**config.mk**
```make
export PLATFORM = sky130hd
export DESIGN_NAME = ocr_sequencer
export DESIGN_NICKNAME = d
export VERILOG_FILES = /design/src/rtl/ocr_sequencer.sv
export SDC_FILE = /design/constraint.sdc
export NUM_CORES = 1
export LEC_CHECK = 0
export CORE_UTILIZATION = 47
export DETAILED_ROUTE_END_ITERATION = 8
export GPL_ROUTABILITY_DRIVEN = 0
export PLACE_DENSITY = 0.87
export SYNTH_ARGS = -nofsm -noshare
export SYNTH_HDL_FRONTEND = slang
export SYNTH_SLANG_ARGS = --single-unit
```
**constraint.sdc**
```tcl
create_clock -name clk -period 2.29 [get_ports clk]
set_input_delay 0.458 -clock clk [delete_from_list [all_inputs] [get_ports clk]]
set_output_delay 0.458 -clock clk [all_outputs]
set_load 0.02 [all_outputs]
```
**src/rtl/ocr_sequencer.sv**
```systemverilog
// ocr_sequencer: loads one packed 30x30 image from a host byte stream into the
// image buffer, launches the BNN, and holds the recognised class until the host
// acknowledges it. Stalls in WAIT_FULL or INFER end in a sticky ERROR state.
module ocr_sequencer #(
    parameter int IMG_BYTES        = 113,
    parameter int TIMEOUT_CYCLES   = 4096,
    parameter int FULL_WAIT_CYCLES = 4
) (
    input  logic       clk,
    input  logic       rst,
    // host byte interface
    input  logic       rx_valid,
    input  logic [7:0] rx_data,
    output logic       rx_ready,
    input  logic       clear_req,
    // image buffer
    output logic       buf_clear,
    output logic       buf_write_request,
    output logic [7:0] buf_data,
    input  logic       buf_write_ready,
    input  logic       buf_full,
    // BNN core
    output logic       bnn_start,
    input  logic       bnn_done,
    input  logic [3:0] bnn_result,
    // result / status
    output logic       result_valid,
    output logic [3:0] result,
    input  logic       result_ack,
    output logic       busy,
    output logic       error,
    output logic [2:0] state_dbg
);

    typedef enum logic [2:0] {
        S_CLEAR     = 3'd0,
        S_LOAD      = 3'd1,
        S_WAIT_FULL = 3'd2,
        S_INFER     = 3'd3,
        S_RESULT    = 3'd4,
        S_ERROR     = 3'd5
    } state_t;

    // One shared watchdog counter serves both WAIT_FULL and INFER, so it is
    // sized for the longer of the two limits.
    localparam int TMO_MAX = (TIMEOUT_CYCLES > FULL_WAIT_CYCLES) ? TIMEOUT_CYCLES
                                                                  : FULL_WAIT_CYCLES;
    localparam int TMO_W   = $clog2(TMO_MAX + 1);

    localparam logic [7:0]       LAST_BYTE  = 8'(IMG_BYTES - 1);
    localparam logic [TMO_W-1:0] FULL_LAST  = TMO_W'(FULL_WAIT_CYCLES - 1);
    localparam logic [TMO_W-1:0] INFER_LAST = TMO_W'(TIMEOUT_CYCLES - 1);

    state_t           r_state;
    state_t           w_state_nxt;
    logic [7:0]       r_byte_cnt;
    logic [TMO_W-1:0] r_tmo;
    logic [3:0]       r_result;

    logic             w_accept;
    logic             w_last_byte;
    logic             w_full_expired;
    logic             w_infer_expired;
    logic             w_timed_state;
    logic             w_result_latch;

    // A byte is taken only in LOAD, when the host offers one and the buffer has room.
    assign w_accept        = (r_state == S_LOAD) && rx_valid && buf_write_ready;
    assign w_last_byte     = w_accept && (r_byte_cnt == LAST_BYTE);
    assign w_full_expired  = (r_tmo == FULL_LAST);
    assign w_infer_expired = (r_tmo == INFER_LAST);
    assign w_timed_state   = (r_state == S_WAIT_FULL) || (r_state == S_INFER);

    // clear_req wins over a simultaneous bnn_done, so the result is left untouched.
    assign w_result_latch  = (r_state == S_INFER) && bnn_done && !clear_req;

    // State register; reset dominates every other input.
    always_ff @(posedge clk) begin
        if (rst) begin
            r_state <= S_CLEAR;
        end else begin
            r_state <= w_state_nxt;
        end
    end

    // Next-state logic; a host clear overrides every other transition.
    always_comb begin
        w_state_nxt = r_state;
        if (clear_req) begin
            w_state_nxt = S_CLEAR;
        end else begin
            case (r_state)
                S_CLEAR: begin
                    w_state_nxt = S_LOAD;
                end
                S_LOAD: begin
                    if (w_last_byte) begin
                        w_state_nxt = S_WAIT_FULL;
                    end
                end
                S_WAIT_FULL: begin
                    if (buf_full) begin
                        w_state_nxt = S_INFER;
                    end else if (w_full_expired) begin
                        w_state_nxt = S_ERROR;
                    end
                end
                S_INFER: begin
                    if (bnn_done) begin
                        w_state_nxt = S_RESULT;
                    end else if (w_infer_expired) begin
                        w_state_nxt = S_ERROR;
                    end
                end
                S_RESULT: begin
                    if (result_ack) begin
                        w_state_nxt = S_CLEAR;
                    end
                end
                S_ERROR: begin
                    w_state_nxt = S_ERROR;
                end
                default: begin
                    w_state_nxt = S_CLEAR;
                end
            endcase
        end
    end

    // Output decode; the LOAD handshake is combinational so a byte moves every cycle.
    always_comb begin
        rx_ready          = 1'b0;
        buf_write_request = 1'b0;
        buf_clear         = 1'b0;
        bnn_start         = 1'b0;
        result_valid      = 1'b0;
        busy              = 1'b0;
        error             = 1'b0;
        case (r_state)
            S_CLEAR: begin
                buf_clear = 1'b1;
            end
            S_LOAD: begin
                rx_ready          = buf_write_ready;
                buf_write_request = rx_valid && buf_write_ready;
            end
            S_WAIT_FULL: begin
                busy = 1'b1;
            end
            S_INFER: begin
                busy = 1'b1;
                // The watchdog is zero only on the first cycle of an INFER visit.
                bnn_start = (r_tmo == '0);
            end
            S_RESULT: begin
                result_valid = 1'b1;
            end
            S_ERROR: begin
                error = 1'b1;
            end
            default: begin
                buf_clear = 1'b0;
            end
        endcase
    end

    assign buf_data  = rx_data;
    assign result    = r_result;
    assign state_dbg = r_state;

    // Byte counter: restarted by CLEAR, advanced on every accepted byte.
    always_ff @(posedge clk) begin
        if (rst || (r_state == S_CLEAR)) begin
            r_byte_cnt <= '0;
        end else if (w_accept) begin
            r_byte_cnt <= r_byte_cnt + 8'd1;
        end
    end

    // Watchdog: zeroed on every state change so each WAIT_FULL/INFER visit starts fresh.
    always_ff @(posedge clk) begin
        if (rst || (w_state_nxt != r_state) || !w_timed_state) begin
            r_tmo <= '0;
        end else begin
            r_tmo <= r_tmo + TMO_W'(1);
        end
    end

    // Result register: captures the class on bnn_done in INFER, holds otherwise.
    always_ff @(posedge clk) begin
        if (rst) begin
            r_result <= '0;
        end else if (w_result_latch) begin
            r_result <= bnn_result;
        end
    end

endmodule
```
## Yosys cells after proc, flatten, opt, wreduce, memory -nomap -nowiden

Index checks and enable logic that the tools add are counted.

- Add/sub/neg operators: 2
- Equality and inequality tests: 9
- Muxes and demuxes: 15
- Reductions and logical operators: 15

Operators with widths:

| kind | number |
|---|---|
| two-way mux 3 bit | 7 |
| one-hot mux 3 bit (6 select lines) | 1 |
| adder 13 x 1 -> 13 bit, second input constant | 1 |
| equality test 13 x 12 -> 1 bit, second input constant | 1 |
| equality test 13 x 2 -> 1 bit, second input constant | 1 |
| zero test 13 bit | 1 |
| adder 8 x 1 -> 8 bit, second input constant | 1 |
| equality test 8 x 7 -> 1 bit, second input constant | 1 |
| two-way mux 1 bit | 7 |
| equality test 3 x 2 -> 1 bit, second input constant | 2 |
| equality test 3 bit, second input constant | 2 |
| logical AND 1 bit | 6 |
| logical OR 1 bit | 4 |
| equality test 3 x 1 -> 1 bit, second input constant | 1 |
| zero test 3 bit | 1 |
| != test 3 bit | 1 |
| zero test 1 bit | 2 |
| OR reduction 2 bit | 1 |

- Flip-flop bits (word level): 28
- Input bits: 20
- Output and inout port bits: 22

## Depth between registers and ports, before layout

- Word-level depth: 10
- Gate-level depth with buffers: 7
- Gate-level depth less buffers: 7

## Worst setup path after synthesis

Ideal clock, no wire load.

- Kind: reg2out
- From: register r_state[2], in the netlist state_dbg[2]
- To: output port buf_write_request
- Arrival: 1802 ps
- Required time: 1832 ps
- Path slack: 30 ps
- Cell stages (with the launch flop): 5
- Buffers on the path: 2
- Path through: dfxtp_1 -> clkbuf_2 -> nor4bb_1 -> and2_1 -> buf_2

- Word-level cells in the longest chain between the ends: 2

Ends and longest elaborated chain:

| item | line | text |
|---|---|---|
| start, declared | 54 | `state_t r_state;` |
| start signal, assigned | 82 | `r_state <= w_state_nxt;` |
| equality test 3 x 1 -> 1 bit | 139 | `case (r_state)` |
| two-way mux 1 bit | 139 |  |
| end, declared | 18 | `output logic buf_write_request,` |

Every way passes these cells.

## Final worst setup path

- From: register r_tmo[9]
- To: output port bnn_start

- Word-level cells in the longest chain between the ends: 2

Ends and longest elaborated chain:

| item | line | text |
|---|---|---|
| start, declared | 57 | `logic [TMO_W-1:0] r_tmo;` |
| start signal, assigned | 185 | `r_tmo <= r_tmo + TMO_W'(1);` |
| zero test 13 bit | 153 | `bnn_start = (r_tmo == '0);` |
| two-way mux 1 bit | 139 |  |
| end, declared | 23 | `output logic bnn_start,` |

Every way passes these cells.

==> metrics.md <==
| Metric | Value |
|---|---|
| Status | `finished, violations left` |
| Failing checks | `design-rule violations` |
| Num Clock Sinks | `28` |
| Ports | `42` |
| Initial Util | `51.3%` |
| PD cells | `422 nW/um^2` |
| Clock transition at the registers of the reported paths | `0.15 ns` |
| Kind of cell adding the most delay to the critical path | `simple AND/OR/NAND/NOR gates` |
| CP bufs+invs | `1` |
| Reg2Reg Depth | `7` |
| Number of port buffers | `25` |
| Post-route clock period utilization | `97.8%` |
| Die area | `3340 um^2` |
| Crit-path cells | `or4_4 -> nor3_4 -> and4_1 -> buf_4` |
| Cell Rows | `19` |
| Ant. Diodes | `0` |
| Die width | `57.8 um` |
| Maxcap violations | `0` |
| Routed vias/inst | `5.62` |
| Initial antenna violation count | `0` |
| Mux contribution to synthesized area | `3.42%` |
| Crit path kind | `reg2out` |
| Syn Area/Cell | `8.66 um^2` |
| Hold depth | `1` |
| Vias in the first global route | `1,329` |
| Drt first pass iters | `6` |
| Hpwl dp | `2600 um` |
| Share of layout cells above drive strength 1 | `18.3%` |
| Worst Setup End Kind | `primary output` |
| Final-report hold violation count | `0` |
| Synth Flop Type | `dfxtp_1` |
| Max-slew violations | `0` |
| Max_slew headroom | `70.8%` |
| First-pass GRT wire length | `5460 um` |
| Most frequent cell after synthesis | `nor2_1` |
| Netlist cell types | `43` |
| Setup tns final | `0 ns` |
| Gr ovfl total | `0` |
| CTS tree | `yes` |
| Register bit count reported by yosys | `28` |
| H-tree Lvls | `1` |
| Total Nets Final | `227` |
| Worst path slowest cell | `or4_4` |
| Critical Path Start Type | `register` |
| Area added between synthesis and finish | `26.8%` |
| Min cycle time layout | `2.24 ns` |
| Core area | `2850 um^2` |
| Adder-cell share of the synthesized area | `3.42%` |
| Most frequent cells after synthesis | `30 x nor2_1, 28 x dfxtp_1, 10 x xor2_1, 9 x buf_4, 9 x nand2_1` |
| Main combinational cell family by area after synthesis | `simple AND/OR/NAND/NOR gates` |
| Drt first-iter violations | `56` |
| Clock skew | `0.00268 ns` |
| Synthesized area | `1460 um^2` |
| F_max | `447 MHz` |
| Synth async-reset ratio | `0%` |
| Simple-Gate Fraction of Synth Area | `31.0%` |
| Clk root buf | `clkbuf_4` |
| Remaining antenna violation count | `0` |
| Setup WS post-layout | `0.0507 ns` |
| Synth area leader | `dfxtp_1` |
| Maximum vdd drop | `0.210 mV` |
| Crit path DAT | `1.78 ns` |
| Worst path max stage delay | `0.55 ns` |
| Ranking of synthesized cells by area | `dfxtp_1 38%, nor2_1 7.7%, xor2_1 6.0%` |
| Num CTS Buffers | `3` |
| Final setup violation count | `0` |
| Worst slack, placed | `-0.259 ns` |
| Worst skew pair latency | `0.33 ns` |
| Yosys top cell area share | `38.3%` |
| Synth Warn # | `0` |
| Die height | `57.8 um` |
| Pleak | `0.000690 uW` |
| Post-Route WL | `3380 um` |
| Worst-path maximum fanout | `2` |
| DRC | `4` |
| Post-synthesis xor/xnor area fraction | `10.2%` |
| Max clock buf depth | `2` |
| Pin count of the biggest net entering global routing | `16` |
| CP Depth | `4` |
| Compound-gate portion of the synthesized area | `5.30%` |
| Overall Global Routing Usage | `20.9%` |
| CP required | `1.83 ns` |
| Worst slew pin tran | `0.433 ns` |
| DR WL/cell | `14.5 um` |
| Register area share after synthesis | `38.3%` |
| Hold crit path type | `reg2reg` |
| Cells after Synth | `169` |
| EDFF count, synth | `0` |
| Via count | `1,309` |
| Post-synth net total | `193` |
-- registers in the layout, indices dropped and copies added, names as in the netlist --
register,cells
r_byte_cnt,8
r_tmo,13
result,4
state_dbg,3
-- path summary, 6_finish.rpt --
kind / from / to / slack, ns
min: r_tmo[0] / r_tmo[0] / 0.50
max: r_tmo[9] / bnn_start / 0.05
min reg2reg: r_tmo[0] / r_tmo[0] / 0.50
max reg2reg: r_tmo[3] / r_tmo[6] / 0.29
-- cells in the final DEF, fill, tap and decap left out, types with 4 or more instances in the layout --
cell type and n:
buf_4 18, clkdlybuf4s50_1 22, dfxtp_1 26, ha_1 4, inv_1 7, mux2i_1 5
nand2_1 9, nand3_1 4, nand4_1 8, nor2_1 30, nor3_1 4, xnor2_1 7
xor2_1 10
-- report_power, final --
part	switching, uW	internal, uW
sequential	0.627	488
combinational	23.3	29.1
clock	145	97.5
-- cell type report --
type / instances / area (um^2)
clock buffers: 4 / 36.3
flip-flops and latches: 28 / 563
multi-input cells: 120 / 798
repair buffers: 43 / 394
fillers: 228 / 996
inverters: 7 / 26.3
well taps: 31 / 38.8
-- kinds of logic (layout without fill, tap and decap cells) --
group / Yosys count / count (layout)
and+or+nand+nor: 83 / 83
xor gates and xnor gates: 17 / 17
buffers and inverters: 21 / 54
adders and majority gates: 4 / 4
AOI/OAI and AO/OA: 11 / 11
muxes: 5 / 5
DFF: 28 / 28
-- metrics by stage --
stage | utilization, % | std cells | area, um^2 | power [uW] | hold slack (ns)
4_1_cts | 64.5 | 233 | 1840 | 793 | 0.507
6_report | 65.1 | 233 | 1860 | 784 | 0.498
5_1_grt | 65.1 | 233 | 1860 | 812 | 0.545
3_5_place_dp | 63.2 | 229 | 1800 | 552 | 0.474
3_3_place_gp | 63.2 | 229 | 1800 | 550 | 0.454
2_1_floorplan | - | 169 | 1460 | 541 | 0.441
-- metal layers --
layer	up-vias	GRT usage, %	wire [um]
met5	-	0	0
met4	0	11.6	42
met3	4	2.01	142
met2	38	38.9	1760
met1	632	23.0	1440
li1	635	-	-
-- timing repair --
action,4_1_cts,5_1_grt
hold buffers,0,0
cloned,0,0
setup endpoints to repair,4,2
gates resized for setup,8,5
buffers inserted,0,0
pin swaps,0,1
(Power assumes the default switching activity.)
